`config.mk`:
```
export PLATFORM = sky130hd
export DESIGN_NAME = mix_columns_sequencer
export DESIGN_NICKNAME = d
export VERILOG_FILES = /design/src/rtl/mix_columns_sequencer.sv
export SDC_FILE = /design/constraint.sdc
export NUM_CORES = 1
export LEC_CHECK = 0
export CELL_PAD_IN_SITES_DETAIL_PLACEMENT = 1
export CELL_PAD_IN_SITES_GLOBAL_PLACEMENT = 2
export CORE_MARGIN = 2
export CORE_UTILIZATION = 28
export CTS_CLUSTER_DIAMETER = 40
export DETAILED_ROUTE_END_ITERATION = 7
export PLACE_DENSITY = 0.81
export SLEW_MARGIN = 20
export SYNTH_ARGS = -nofsm -noshare
export SYNTH_HDL_FRONTEND = slang
export SYNTH_SLANG_ARGS = --single-unit
```
`constraint.sdc`:
```
create_clock -name Clk -period 1.9 [get_ports Clk]
set_input_delay 0.38 -clock Clk [delete_from_list [all_inputs] [get_ports Clk]]
set_output_delay 0.38 -clock Clk [all_outputs]
set_load 0.01 [all_outputs]
```
`src/rtl/mix_columns_sequencer.sv`:
```
// mix_columns_sequencer: AES MixColumns on a 128-bit state, one column per cycle through registered xtime lanes; INV_MIX_COLUMNS_EN adds InvMixColumns selected by Inverse
module mix_columns_sequencer (
  input  logic         Clk,
  input  logic         Rst,
  input  logic         InValid,
  output logic         InReady,
  input  logic [127:0] InState,
  output logic         OutValid,
  input  logic         OutReady,
  output logic [127:0] OutState
`ifdef INV_MIX_COLUMNS_EN
  ,
  input  logic         Inverse
`endif
);
`ifdef INV_MIX_COLUMNS_EN
  localparam int LAT = 3;
`else
  localparam int LAT = 1;
`endif
  typedef enum logic [1:0] {IDLE, ISSUE, DRAIN, DONE} state_t;
  function automatic logic [7:0] xt(input logic [7:0] x);
    return {x[6:0], 1'b0} ^ (x[7] ? 8'h1b : 8'h00);
  endfunction
  state_t state_q, state_d;
  logic [1:0] col_q, col_d;
  logic [127:0] work_q, work_d;
  logic out_valid_q, out_valid_d;
  logic [LAT-1:0] wv_q, wv_d;
  logic [1:0] wc_q [LAT];
  logic [1:0] wc_d [LAT];
  logic [7:0] a_q [LAT][4];
  logic [7:0] a_d [LAT][4];
  logic [7:0] x2_q [4];
  logic [7:0] x2_d [4];
  logic [7:0] iss [4];
  logic [7:0] res [4];
  logic [31:0] cw [4];
  logic wr;
  logic [1:0] wcol;
`ifdef INV_MIX_COLUMNS_EN
  logic mode_q, mode_d;
  logic [7:0] x2b_q [4];
  logic [7:0] x2b_d [4];
  logic [7:0] x2c_q [4];
  logic [7:0] x2c_d [4];
  logic [7:0] x4_q [4];
  logic [7:0] x4_d [4];
  logic [7:0] x4b_q [4];
  logic [7:0] x4b_d [4];
  logic [7:0] x8_q [4];
  logic [7:0] x8_d [4];
`endif
  assign InReady  = state_q == IDLE;
  assign OutValid = out_valid_q;
  assign OutState = work_q;
  always_comb begin
    for (int c = 0; c < 4; c++) cw[c] = work_q[127-32*c -: 32];
    for (int i = 0; i < 4; i++) begin
      iss[i]  = cw[col_q][31-8*i -: 8];
      x2_d[i] = xt(iss[i]);
      res[i]  = x2_q[i] ^ x2_q[(i+1)%4] ^ a_q[0][(i+1)%4] ^ a_q[0][(i+2)%4] ^ a_q[0][(i+3)%4];
    end
    a_d[0]  = iss;
    wv_d[0] = state_q == ISSUE;
    wc_d[0] = col_q;
    wr      = wv_q[0];
    wcol    = wc_q[0];
`ifdef INV_MIX_COLUMNS_EN
    mode_d = mode_q;
    x2b_d  = x2_q;
    x2c_d  = x2b_q;
    x4b_d  = x4_q;
    for (int i = 0; i < 4; i++) begin
      x4_d[i] = xt(x2_q[i]);
      x8_d[i] = xt(x4_q[i]);
    end
    for (int s = 1; s < LAT; s++) begin
      wv_d[s] = wv_q[s-1];
      wc_d[s] = wc_q[s-1];
      a_d[s]  = a_q[s-1];
    end
    if (mode_q) begin
      wr   = wv_q[LAT-1];
      wcol = wc_q[LAT-1];
      for (int i = 0; i < 4; i++)
        res[i] = (x8_q[i] ^ x4b_q[i] ^ x2c_q[i])
               ^ (x8_q[(i+1)%4] ^ x2c_q[(i+1)%4] ^ a_q[2][(i+1)%4])
               ^ (x8_q[(i+2)%4] ^ x4b_q[(i+2)%4] ^ a_q[2][(i+2)%4])
               ^ (x8_q[(i+3)%4] ^ a_q[2][(i+3)%4]);
    end
`endif
    work_d = work_q;
    for (int c = 0; c < 4; c++)
      if (wr && wcol == 2'(c)) work_d[127-32*c -: 32] = {res[0], res[1], res[2], res[3]};
    state_d     = state_q;
    col_d       = col_q;
    out_valid_d = out_valid_q;
    if (state_q == IDLE && InValid) begin
      work_d  = InState;
      col_d   = 2'd0;
      state_d = ISSUE;
`ifdef INV_MIX_COLUMNS_EN
      mode_d  = Inverse;
`endif
    end else if (state_q == ISSUE) begin
      col_d   = col_q + 2'd1;
      state_d = col_q == 2'd3 ? DRAIN : ISSUE;
    end else if (state_q == DRAIN && wr && wcol == 2'd3) begin
      state_d     = DONE;
      out_valid_d = 1'b1;
    end else if (state_q == DONE && OutReady) begin
      state_d     = IDLE;
      out_valid_d = 1'b0;
    end
  end
  always_ff @(posedge Clk) begin
    if (Rst) begin
      state_q     <= IDLE;
      col_q       <= 2'd0;
      work_q      <= '0;
      out_valid_q <= 1'b0;
      wv_q        <= '0;
`ifdef INV_MIX_COLUMNS_EN
      mode_q      <= 1'b0;
`endif
    end else begin
      state_q     <= state_d;
      col_q       <= col_d;
      work_q      <= work_d;
      out_valid_q <= out_valid_d;
      wv_q        <= wv_d;
`ifdef INV_MIX_COLUMNS_EN
      mode_q      <= mode_d;
`endif
    end
  end
  always_ff @(posedge Clk) begin
    wc_q  <= wc_d;
    a_q   <= a_d;
    x2_q  <= x2_d;
`ifdef INV_MIX_COLUMNS_EN
    x2b_q <= x2b_d;
    x2c_q <= x2c_d;
    x4_q  <= x4_d;
    x4b_q <= x4b_d;
    x8_q  <= x8_d;
`endif
  end
endmodule

```
==> results of run 1 <==
-- power by group through the flow --
stage	clock network, µW	registers, µW	logic (µW)
after floorplan	0	4720	2510
after global placement	0	4760	4700
after detailed placement	0	4760	4750
after CTS	3600	4690	4790
after global routing	3780	4750	5050
final	3550	4690	4730
-- metrics by stage --
stage / setup slack (ns) / power [µW] / hold WS [ns]
3_3_place_gp: 0.145 / 9460 / 0.395
2_1_floorplan: 0.228 / 7230 / 0.350
6_report: 0.0862 / 13000 / 0.366
3_5_place_dp: 0.0492 / 9510 / 0.397
5_1_grt: 0.00170 / 13600 / 0.376
4_1_cts: 0.0595 / 13100 / 0.349
-- cells by family (layout without fill, tap and decap cells) --
family / count (synthesis) / count (layout) / synth area share [%]
AND/OR/NAND/NOR: 406 / 406 / 17.6
flip-flops: 180 / 180 / 40.8
AO/OA/AOI/OAI: 137 / 137 / 14.8
XOR/XNOR: 86 / 86 / 14.3
buffers and inverters: 85 / 352 / 4.29
multiplexers: 32 / 32 / 8.15
adder cells (fa/ha/maj): 1 / 1 / 0.142
-- cells in the mapped netlist (3+ instances only) --
cell type | n | share of area (%)
sky130_fd_sc_hd__nand3_1 | 3 | 0.17
sky130_fd_sc_hd__mux4_2 | 32 | 8.2
sky130_fd_sc_hd__o21ai_0 | 3 | 0.17
sky130_fd_sc_hd__nor2_1 | 134 | 5.7
sky130_fd_sc_hd__xnor3_1 | 21 | 5.4
sky130_fd_sc_hd__xnor2_1 | 10 | 0.99
sky130_fd_sc_hd__a311oi_1 | 107 | 11
sky130_fd_sc_hd__xor2_1 | 31 | 3.1
sky130_fd_sc_hd__a21oi_1 | 4 | 0.23
sky130_fd_sc_hd__a311oi_2 | 21 | 3.6
sky130_fd_sc_hd__inv_1 | 4 | 0.17
sky130_fd_sc_hd__buf_2 | 21 | 1.2
sky130_fd_sc_hd__buf_1 | 5 | 0.21
sky130_fd_sc_hd__xnor2_2 | 15 | 2.8
sky130_fd_sc_hd__xor3_1 | 3 | 0.81
sky130_fd_sc_hd__xor2_2 | 4 | 0.74
sky130_fd_sc_hd__nand2_1 | 262 | 11
sky130_fd_sc_hd__dfxtp_1 | 180 | 41
sky130_fd_sc_hd__clkbuf_1 | 50 | 2.1
sky130_fd_sc_hd__buf_6 | 4 | 0.51
-- registers in the layout, summed over array words and instances, names as in the netlist --
signal / flops
a_q: 16
wr: 1
state_q: 2
x2_q: 28
wc_q: 2
col_q: 2
OutState: 128
OutValid: 1
-- what timing repair did --
item / CTS / global route
gates resized for setup: 5 / 1
hold endpoints to repair: 0 / 0
pin swaps: 0 / 3
setup endpoints to repair: 1 / 4
-- cell type report --
| cell class | count | area (µm²) |
|---|---|---|
| Inverter | 4 | 15.0 |
| Fill cell | 3506 | 18500 |
| Clock inverter | 9 | 93.8 |
| Tap cell | 402 | 503 |
| Sequential cell | 180 | 3610 |
| Timing Repair Buffer | 316 | 3180 |
| Clock buffer | 23 | 488 |
| Multi-Input combinational cell | 662 | 4890 |
-- worst min path at each step --
| stage | startpoint | end | cells after the start |
|---|---|---|---|
| after floorplan | col_q[1] | wc_q[1] | 0 |
| after global placement | col_q[0] | wc_q[0] | 0 |
| after detailed placement | col_q[0] | wc_q[0] | 0 |
| after CTS | Rst | OutState[20] | 2 |
| after global routing | Rst | OutState[116] | 2 |
| final | Rst | OutState[20] | 2 |
-- per-layer routing --
layer | global-route usage [%] | up-vias | part of all wire [%]
li1 | - | 3765 | -
met1 | 28.0 | 4012 | 46
met2 | 35.9 | 245 | 48
met3 | 3.45 | 27 | 4.4
met4 | 5.30 | 0 | 1.3
met5 | 0 | - | 0
==> out/summary.md, run 1 <==
The core region is 31300 µm². The setup check on the worst reg-to-reg path leaves a slack of 0.12 ns. The clock passes through at most 2 buffers. The tools report the post-layout instance count excluding filler cells as 1596. IR analysis of the VDD net gives a maximum drop of 815 µV.

For this design the static power due to leakage is 0.00474 µW. The net count reported at finish was 1314. The type of the worst min-delay path is primary input to flip-flop.

Buffers added to address setup during post-CTS repair amount to 0. The logs give 21.1% for the global-route usage over all layers and 1060 for the post-synthesis net count. During synthesis, Yosys emitted a total of 0 warnings. The placed instances occupy a cell area of 12200 µm². The die is 182 µm wide. Summing every instance area after synthesis gives 8840 µm².

Across the routed clock network, the largest skew measured is 0.0148 ns. In the routed design, unresolved DRC markers number 0. For the finished layout, the period the worst path requires is 1.81 ns. Data on the critical path is required at its endpoint by 1.52 ns. STA classifies the critical path endpoint as a primary output. The gate count of the mapped netlist is 927, and the initial antenna violation count is 0. The remaining antenna violation count is 0.

The count of flip-flops with a built-in enable after synthesis was 0; the row count was 65. In the final timing run, aggregate negative setup slack is 0 ns. The kind of cell adding the most delay to the critical path is buffers and inverters.

The maximum number of pins on one net before global-route repair was 55. The logs give 0 for the final hold violation count and 71.6% for the worst slew margin relative to its limit. The sum of buffers and inverters on the critical path works out to 1. Compared with the post-synthesis result, the final layout area differs by 44.6%. The analysis attributes to net switching a power of 4420 µW.

Cell internal power was estimated by the tool at 8550 µW. In the final layout, the share of cells above drive strength 1 is 14.5%. Timing would allow up to 551 MHz.

The total clock sinks was 180. The library cell used most frequently in the layout, excluding fill and tap cells, is sky130_fd_sc_hd__nand2_1. The delay of the slowest cell on the worst path was 0.57 ns; the clock latency on the worst-skew pair was 0.43 ns. The biggest fanout along the worst timing path came out at 3.

The async set or reset register ratio after synthesis was 0%. The relative contribution of combinational cells to total power came out at 36.5%. After synthesis, the netlist uses 33 different library cells. In the routed layout, each cell is associated on average with a via count of 5.04.

The initial core utilization was 28.2%; the part of the Yosys area used for sequential elements was 40.8%. The final design utilization was 40.8%; the count of port buffers added during placement was 261. First-pass GRT wire length: 52900 µm. The logic depth of the worst path, buffers included came out at 1. The average wire per cell in the routed design was 21.9 µm. The first-iteration detailed-routing DRC count came out at 457.

The tools report the post-detailed-placement half-perimeter wirelength as 25800 µm. The number of buffers inserted during clock tree synthesis came out at 17. In this run the vertical extent of the chip is 182 µm. The die outline area is 33000 µm².

The number of maximum-capacitance constraint violations was 0; the quantity of hold-fixing buffers added after cts was 0. Worst-path cell with the longest stage delay: sky130_fd_sc_hd__clkdlybuf4s50_1. The clock network accounts for 27.4% of the total power.

The tree is rooted in a sky130_fd_sc_hd__clkbuf_16. The total power density per cell area is 1010 nW/µm². The run finished with clean final reports. Including well taps, the total number of placed cells is 1564. With fillers left out, the area of the finished cells amounts to 12800 µm².

The worst register-to-register path begins at a_q[11]. The tools report the weighted congestion reported at the end of routability-driven placement as 0.796. In the layout the commonest cells are sky130_fd_sc_hd__nand2_1 (261), sky130_fd_sc_hd__clkdlybuf4s50_1 (259), sky130_fd_sc_hd__dfxtp_1 (176), sky130_fd_sc_hd__nor2_1 (132), sky130_fd_sc_hd__a311oi_1 (107). Clock-pin slew was measured on the worst setup and hold paths at 0.07 ns. Setup violations remaining at the end of the flow were counted as 0. Sort of element at the start of the critical path: a flip-flop. For this run, the leading register cell type out of synthesis is sky130_fd_sc_hd__dfxtp_1. The logs give 34900 µm for the final wirelength and 1.43 ns for the arrival time reported for the critical path endpoint. 0 antenna diodes ended up in the layout.

Via count of the first global-routing pass: 8610. 262 I/O pins were placed. Measured in cells, the most critical reg-to-reg path has a length of 4. The H-tree was split into 4 levels.

The detailed-route via count was 8049. The number of synthesized register bits works out to 180. Setup repair after global routing left no endpoint under its margin. The tools report the first-pass detailed-route iteration total as 4.

In this run the worst setup path terminates at OutState[28]. The slew at the pin closest to its max-slew limit is 0.424 ns. After global routing the overflow that remains totals 0. TritonCTS built the clock tree.

The critical path goes through clkdlybuf4s50_1. The run gives 36.2% as the portion of total power attributed to sequential cells. The critical path in this run is classified as flip-flop to primary output. Net switching is 34.0% of the power. In this run the critical register-to-register path is captured at OutState[3]. Of the available clock period, the critical path in the final layout requires 95.5%. The synthesized area per cell is 9.54 µm². The tools report the count of final max-slew check failures as 0. Launch point of the critical path: OutState[28].
No activity file was read; power rests on OpenSTA's default activity.
==> run 2: changes to the inputs <==
Settings changed: GPL_ROUTABILITY_DRIVEN from default to 0, GPL_TIMING_DRIVEN from default to 0.
==> run 2 against run 1 <==
Compared with the run above:
- die area is the same
- global-route usage is 2.9 points higher
- critical path depth increased by 3
- clock-buffer cell count is 3 lower
- sequential cell count did not move
- fmax is 2.4% lower
- largest cell class unchanged
- combinational power hardly changed
==> out/summary.md, run 2 (same netlist as run 1, synthesis figures left out) <==
The final setup TNS is 0 ns (unchanged), and the final clock skew is 0.0132 ns (was 0.0148 ns). The sum of buffers and inverters on the critical path works out to 0 (was 1). The run gives 0.04 ns (was 0.12 ns) as the worst setup slack for register-to-register paths.

Total power density per cell area: 1060 nW/µm² (was 1010 nW/µm²). The logs give 30700 µm (was 25800 µm) for the post-detailed-placement half-perimeter wirelength and 39700 µm (was 34900 µm) for the final wirelength. For the number of remaining DRC errors, the log shows 0 (unchanged). The final worst-path cycle share works out to 97.8% (was 95.5%). The tools report the number of inserted filler cells in the final layout as 3530 (was 3506). The endpoint type of the worst setup path was a flip-flop (was a primary output).

Detailed-route via count: 8321 (was 8049). The static leakage power is 0.00475 µW (was 0.00474 µW), and the mean number of vias per cell is 5.14 (was 5.04). Kind of cell adding the most delay to the critical path: XOR/XNOR gates (was buffers and inverters).

The initial antenna violation count was 0 (unchanged); the number of buffers between clock root and the deepest sink was 2 (unchanged). Setup repair after global routing could not meet its margin everywhere. The global-route usage over all layers came out at 24.0% (was 21.1%). The buffer cell driving the clock tree root was sky130_fd_sc_hd__clkbuf_16 (unchanged). The tools report the total clock sinks as 180 (unchanged). The net count reported at finish came out at 1338 (was 1314). The initial core utilization came out at 28.2% (unchanged). The horizontal extent of the die is 182 µm (unchanged).

The remaining antenna violation count was 0 (unchanged); the slew at the pin closest to its max-slew limit was 0.722 ns (was 0.424 ns). The final hold violation count is 0 (unchanged), and the timing-limited maximum frequency is 538 MHz (was 551 MHz). The worst slew margin relative to its limit came out at 51.5% (was 71.6%). The layout overhead on the synthesized area is 44.6% (about the same).

The tools report the launch point of the critical path as x2_q[5] (was OutState[28]). Delay of the slowest cell on the worst path: 0.54 ns (was 0.57 ns). TritonCTS built the clock tree. The biggest fanout along the worst timing path is 4 (was 3). The maximum number of pins on one net before global-route repair was 17 (was 55).

The tools report the number of endpoints failing setup at the final stage as 0 (unchanged). Top library cells by usage in the layout, fill and taps aside: sky130_fd_sc_hd__nand2_1 (262), sky130_fd_sc_hd__clkdlybuf4s50_1 (259), sky130_fd_sc_hd__dfxtp_1 (178), sky130_fd_sc_hd__nor2_1 (133), sky130_fd_sc_hd__a311oi_1 (107) (was sky130_fd_sc_hd__nand2_1 (261), sky130_fd_sc_hd__clkdlybuf4s50_1 (259), sky130_fd_sc_hd__dfxtp_1 (176), sky130_fd_sc_hd__nor2_1 (132), sky130_fd_sc_hd__a311oi_1 (107)). For the first-pass GRT wire length, the log shows 58200 µm (was 52900 µm). Overall overflow remaining after global route: 0 (unchanged). The pre-CTS setup slack is -0.706 ns (was 0.0492 ns), and the quantity of hold-fixing buffers added after cts is 0 (unchanged). The count of final max-slew check failures was 0 (unchanged).

The number of maximum-capacitance constraint violations is 0 (unchanged), and the count of port buffers added during placement is 260 (was 261). The number of ports placed on the die boundary is 262 (unchanged). Launching point of the worst reg2reg path: x2_q[5] (was a_q[11]). The flip-flop count of the largest register after layout came out at 128 (unchanged). The launch point of the worst hold path was col_q[0] (was Rst). Worst setup path category: flip-flop to flip-flop (was flip-flop to primary output). The run gives 715 µV (was 815 µV) as the worst ir drop on vdd. The run gives 0.0410 ns (was 0.0862 ns) as the post-layout worst setup margin.

The tools report the clock latency on the worst-skew pair as 0.44 ns (was 0.43 ns). The time the final worst path needs with I/O delays and setup is 1.86 ns (was 1.81 ns). The logs give 0 (unchanged) for the antenna diode count and 4 (unchanged) for the number of levels the H-tree was split into. Hold slack: 0.383 ns (was 0.366 ns). The die outline area is 33000 µm² (unchanged).

Via count of the first global-routing pass: 8827 (was 8610). The standard cell core area was 31300 µm² (unchanged). The share of layout cells above drive strength 1 is 14.7% (was 14.5%), and the chip height is 182 µm (unchanged). The worst path required time was 2.25 ns (was 1.52 ns). Sort of element at the start of the critical path: a flip-flop (unchanged).

The number of buffers inserted during clock tree synthesis was 17 (unchanged); the arrival time reported for the critical path endpoint was 2.21 ns (was 1.43 ns). Ordered cell list for the critical path: xnor3_1 > xnor2_2 > nand2_1 > a311oi_2 (was clkdlybuf4s50_1). First-iteration detailed-routing DRC count: 546 (was 457). The row count was 65 (unchanged).

The type of the worst min-delay path was flip-flop to flip-flop (was primary input to flip-flop). The average wire per cell in the routed design works out to 24.5 µm (was 21.9 µm). The first-pass detailed-route iteration total is 5 (was 4).

The flow ran to the end, and the final reports show no timing, DRC or antenna violations. The commonest non-fill, non-tap cell in the layout is sky130_fd_sc_hd__nand2_1 (unchanged). The worst-path cell with the longest stage delay was sky130_fd_sc_hd__xnor3_1 (was sky130_fd_sc_hd__clkdlybuf4s50_1). Clock slew at the register clock pins of the worst setup and hold paths: 0.07 ns (about the same).
run 2: layout make-up:
cell class	instances	area [µm²]	share of cell area (%)
plain buffers	80	447	3.49
clock buffers	20	467	3.65
clock inverters	11	199	1.56
inverters	4	15.0	0.117
multi-input cells	662	4940	38.7
flip-flops and latches	180	3610	28.2
well taps	402	503	3.94
repair buffers	260	2600	20.4
run 2: worst paths after layout:
| kind | end | cells after the start |
|---|---|---|
| hold / removal | wc_q[0] | 0 |
| hold reg to reg | wc_q[0] | 0 |
| setup / recovery | OutState[84] | 4 |
| setup reg to reg | OutState[84] | 4 |
run 2: per-stage QoR:
step                utilization (%)  power (µW)  instances  cell area, µm²
CTS                            40.5       13400       1620           12700
finish                         40.8       13500       1619           12800
global placement               38.1        9210       1589           11900
floorplan                         -        7230        927            8840
global route                   40.8       14000       1619           12800
detailed placement             38.1        9250       1589           11900
run 2: power breakdown:
group	internal, µW	switching (µW)
Sequential	4220	464
Clock	2450	1670
Combinational	2200	2520
Total	8870	4650
run 2: what timing repair did:
| item | 4_1_cts | 5_1_grt |
|---|---|---|
| endpoints found under the setup margin | 97 | 114 |
| gates resized for setup | 30 | 55 |
| endpoints found under the hold margin | 0 | 0 |
| buffers inserted | 0 | 0 |
run 2: worst register-to-register path, stage by stage, from the launching register on:
cell and delay (ns):
sky130_fd_sc_hd__dfxtp_1 0.45, sky130_fd_sc_hd__xnor3_1 0.54, sky130_fd_sc_hd__xnor2_2 0.40, sky130_fd_sc_hd__nand2_1 0.14, sky130_fd_sc_hd__a311oi_2 0.25
run 2: metal layers:
metal / part of all wire (%) / track usage (%)
met2: 48 / 40.6
met4: 1.3 / 5.92
met1: 46 / 32.3
met3: 4.9 / 3.45
met5: 0 / 0
==> run 3: changes to the inputs <==
Settings changed: ABC_AREA from default to 1, CAP_MARGIN from default to 10, CORE_UTILIZATION 28 to 26, PLACE_DENSITY 0.81 to 0.83.
==> run 3 against run 2 <==
Compared with the run above:
- the run now ends with setup timing left
- combinational power up 42%
- via count up 55%
- clock skew grew 0.0033 ns
- fmax shrank 4.9%
- sequential share of layout area shrank 3.0 points
- sequential cell count is the same
- non-clock buffer count is 22 higher
- global-route usage is 4.6 points higher
- highest routed layer unchanged
- area after synthesis is 17% higher
- first-iteration DRC count up 90%
==> out/summary.md, run 3 <==
The run finished, with violations left. The checks that failed: setup timing. The sort of element at the start of the critical path is a flip-flop (unchanged). The final worst-path cycle share came out at 103% (was 97.8%). For the remaining antenna violation count, the log shows 0 (unchanged). Commonest cells in the synthesized netlist: sky130_fd_sc_hd__nand2_1 (543), sky130_fd_sc_hd__nand3_1 (201), sky130_fd_sc_hd__inv_1 (196), sky130_fd_sc_hd__dfxtp_1 (180), sky130_fd_sc_hd__a21oi_1 (145) (was sky130_fd_sc_hd__nand2_1 (262), sky130_fd_sc_hd__dfxtp_1 (180), sky130_fd_sc_hd__nor2_1 (134), sky130_fd_sc_hd__a311oi_1 (107), sky130_fd_sc_hd__clkbuf_1 (50)).

The worst path required time is 2.27 ns (was 2.25 ns), and the async set or reset register ratio after synthesis is 0% (unchanged). The die outline area was 41300 µm² (was 33000 µm²). TritonCTS built the clock tree. Endpoint type of the worst setup path: a flip-flop (unchanged). The first-pass detailed-route iteration total was 5 (unchanged). The most instantiated library cell after synthesis was sky130_fd_sc_hd__nand2_1 (unchanged). The tools report the timing-limited maximum frequency as 511 MHz (was 538 MHz). The final clock skew was 0.0165 ns (was 0.0132 ns); the mean number of vias per cell was 5.25 (was 5.14).

The power after layout is 16000 µW (was 13500 µW), and the portion of total power attributed to sequential cells is 33.6% (was 34.6%). The flip-flop and latch area came out at 3600 µm² (was 3610 µm²). The slew at the pin closest to its max-slew limit was 1.08 ns (was 0.722 ns). The number of synthesized register bits is 180 (unchanged), and the maximum number of pins on one net before global-route repair is 18 (was 17). Most common flop cell mapped by yosys: sky130_fd_sc_hd__dfxtp_1 (unchanged).

The tools report the count of distinct cell types in the synthesized netlist as 27 (was 33). The arrival time reported for the critical path endpoint was 2.32 ns (was 2.21 ns). The worst-path cell with the longest stage delay was sky130_fd_sc_hd__buf_2 (was sky130_fd_sc_hd__xnor3_1). Ordered cell list for the critical path: inv_1 > nand3_1 > nand2_2 > buf_2 > nand4_1 > a21oi_1 (was xnor3_1 > xnor2_2 > nand2_1 > a311oi_2). The number of remaining DRC errors was 0 (unchanged).

The count of flip-flops with a built-in enable after synthesis was 0 (unchanged); the post-route cell area was 14300 µm² (was 12800 µm²). The gate count of the mapped netlist is 1645 (was 927). The clock slew at the register clock pins of the worst setup and hold paths works out to 0.08 ns (was 0.07 ns). The delay of the slowest cell on the worst path came out at 0.41 ns (was 0.54 ns).

The antenna diode count is 0 (unchanged), and the post-synthesis net count is 1778 (was 1060). The share of layout cells above drive strength 1 is 6.81% (was 14.7%), and the number of maximum-capacitance constraint violations is 0 (unchanged). Average wire per cell in the routed design: 24.5 µm (about the same).

The post-synthesis cell type with the largest combined area is sky130_fd_sc_hd__dfxtp_1 (unchanged). The initial core utilization is 26.5% (was 28.2%), and the total clock sinks is 180 (unchanged). The detailed-route via count is 12900 (was 8321), and the overall overflow remaining after global route is 0 (unchanged). For the clock latency on the worst-skew pair, the log shows 0.45 ns (was 0.44 ns).

The tools report the total area of multi-input combinational cells as 5450 µm² (was 4940 µm²). The type of the worst min-delay path is flip-flop to flip-flop (unchanged). The worst setup path category was flip-flop to flip-flop (unchanged). The tools report the internal portion of total power as 9040 µW (was 8870 µW). Largest cells by area after synthesis: sky130_fd_sc_hd__dfxtp_1 (35%), sky130_fd_sc_hd__nand2_1 (20%), sky130_fd_sc_hd__nand3_1 (9.8%) (was sky130_fd_sc_hd__dfxtp_1 (41%), sky130_fd_sc_hd__nand2_1 (11%), sky130_fd_sc_hd__a311oi_1 (11%)). Row count: 72 (was 65). Top library cells by usage in the layout, fill and taps aside: sky130_fd_sc_hd__nand2_1 (540), sky130_fd_sc_hd__clkdlybuf4s50_1 (259), sky130_fd_sc_hd__nand3_1 (200), sky130_fd_sc_hd__inv_1 (196), sky130_fd_sc_hd__dfxtp_1 (179) (was sky130_fd_sc_hd__nand2_1 (262), sky130_fd_sc_hd__clkdlybuf4s50_1 (259), sky130_fd_sc_hd__dfxtp_1 (178), sky130_fd_sc_hd__nor2_1 (133), sky130_fd_sc_hd__a311oi_1 (107)). The total power density per cell area is 1120 nW/µm² (was 1060 nW/µm²), and the via count of the first global-routing pass is 13100 (was 8827). The tools report the post-layout worst setup margin as -0.0554 ns (was 0.0410 ns).

The logs give 4 (unchanged) for the number of levels the H-tree was split into and 27.9% (was 51.5%) for the worst slew margin relative to its limit. The share of Yosys cell area claimed by the top area cell type works out to 34.9% (was 40.8%). For the relative contribution of combinational cells to total power, the log shows 41.9% (was 34.9%). The buffer cell driving the clock tree root is sky130_fd_sc_hd__clkbuf_16 (unchanged). The chip height works out to 203 µm (was 182 µm). Setup repair after global routing could not meet its margin everywhere. The post-detailed-placement half-perimeter wirelength came out at 45400 µm (was 30700 µm). The net count reported at finish is 2059 (was 1338), and the static leakage power is 0.00641 µW (was 0.00475 µW).

The net load switching power is 6920 µW (was 4650 µW). Instance area at placement: 13600 µm² (was 11900 µm²). The switching portion of total power was 43.4% (was 34.4%).

The number of ports placed on the die boundary was 262 (unchanged); the number of warning messages in the yosys log was 0 (unchanged). The worst ir drop on vdd is 575 µV (was 715 µV), and the synthesized area per cell is 6.27 µm² (was 9.54 µm²). The time the final worst path needs with I/O delays and setup came out at 1.96 ns (was 1.86 ns). The layout overhead on the synthesized area is 38.7% (was 44.6%). The final wirelength was 60300 µm (was 39700 µm); the count of final max-slew check failures was 0 (unchanged). The final hold violation count was 0 (unchanged).

Count of port buffers added during placement: 260 (unchanged). The first-iteration detailed-routing DRC count is 1040 (was 546). The run gives 2 (was 0) as the initial antenna violation count. The run gives 12 (was 0) as the number of endpoints failing setup at the final stage.

The tools report the number of inserted filler cells in the final layout as 4983 (was 3530). The tools report the share of total power in the clock network as 24.5% (was 30.4%). Horizontal extent of the die: 203 µm (was 182 µm).

The biggest fanout along the worst timing path is 10 (was 4), and the number of buffers inserted during clock tree synthesis is 17 (unchanged). The commonest non-fill, non-tap cell in the layout was sky130_fd_sc_hd__nand2_1 (unchanged). The standard cell core area was 38900 µm² (was 31300 µm²); the first-pass GRT wire length was 86100 µm (was 58200 µm). The flip-flop count of the largest register after layout was 128 (unchanged). The tools report the part of the Yosys area used for sequential elements as 34.9% (was 40.8%).

Number of buffers between clock root and the deepest sink: 2 (unchanged). The global-route usage over all layers is 28.6% (was 24.0%), and the cell area after technology mapping is 10300 µm² (was 8840 µm²).
run 3: cell types whose count changed in the layout (fill, tap and decap cells not counted), moves of 51 or more:
cell	before	now
sky130_fd_sc_hd__nand2_1	262	540
sky130_fd_sc_hd__nor2_1	133	43
sky130_fd_sc_hd__nand3_1	3	200
sky130_fd_sc_hd__a21oi_1	4	145
sky130_fd_sc_hd__a311oi_1	107	0
sky130_fd_sc_hd__o21ai_0	3	54
sky130_fd_sc_hd__inv_1	4	196
sky130_fd_sc_hd__nand4_1	0	105
run 3: power by group through the flow:
stage                     Sequential, µW  Combinational (µW)  Clock, µW
after floorplan                     5280                3450          0
after detailed placement            5410                6470          0
after global placement              5410                6320          0
after CTS                           5340                6530       3910
after global routing                5430                7200       4090
final                               5360                6680       3910
run 3: final cells by class:
type	count	share of cell area, %
Timing Repair Buffer	262	18.3
Clock buffer	19	3.17
Clock inverter	13	1.15
Sequential cell	180	25.2
Tap cell	518	4.53
Multi-Input combinational cell	1162	38.1
Inverter	203	5.33
Buffer	100	4.24
run 3: critical path, delay by kind of cell (launching register included):
kind                   cells  cell delay, ns
AOI/OAI and AO/OA          1            0.17
buffers and inverters      2            0.50
DFF                        1            0.34
and+or+nand+nor            3            0.87
run 3: metal layers:
layer | global-route usage, % | part of all wire (%) | vias up
met5 | 0 | 0 | -
met4 | 12.2 | 4.1 | 0
met3 | 5.51 | 7.3 | 124
met2 | 44.4 | 44 | 619
met1 | 38.8 | 45 | 6229
li1 | - | - | 5931
run 3: per-stage QoR:
step                setup slack (ns)  std cells  utilization [%]  hold slack [ns]  TNS, ns
finish                       -0.0554       2457             36.8            0.411   -0.361
global route                 -0.0388       2457             36.8            0.426   -0.355
CTS                          0.00198       2455             36.6            0.417        0
detailed placement            -0.559       2423             34.9            0.389   -27.89
global placement              -0.566       2423             34.9            0.383   -24.45
floorplan                      0.614       1645                -            0.352        0
run 3: logic make-up (layout without fill, tap and decap cells):
| group | count (synthesis) | count (layout) | synth area share, % |
|---|---|---|---|
| simple gates | 907 | 907 | 38.6 |
| buf+inv | 303 | 597 | 12.7 |
| compound gates | 230 | 230 | 11.6 |
| flops | 180 | 180 | 34.9 |
| xor+xnor | 24 | 24 | 2.04 |
| fa+ha+maj | 1 | 1 | 0.121 |
run 3: path summary, 6_finish.rpt:
check                                    end  slack, ns  cells after the start     start
worst max-delay path            OutState[88]      -0.06                      6   wc_q[1]
worst min-delay path                 wc_q[1]       0.41                      0  col_q[1]
worst max register to register  OutState[88]      -0.06                      6   wc_q[1]
worst min register to register       wc_q[1]       0.41                      0  col_q[1]
run 3: timing repair:
action                                  CTS  global route
setup buffers                             0             2
endpoints found under the setup margin   87            34
pin swaps                                 0             1
hold buffers                              0             0
resized for setup                        30            15
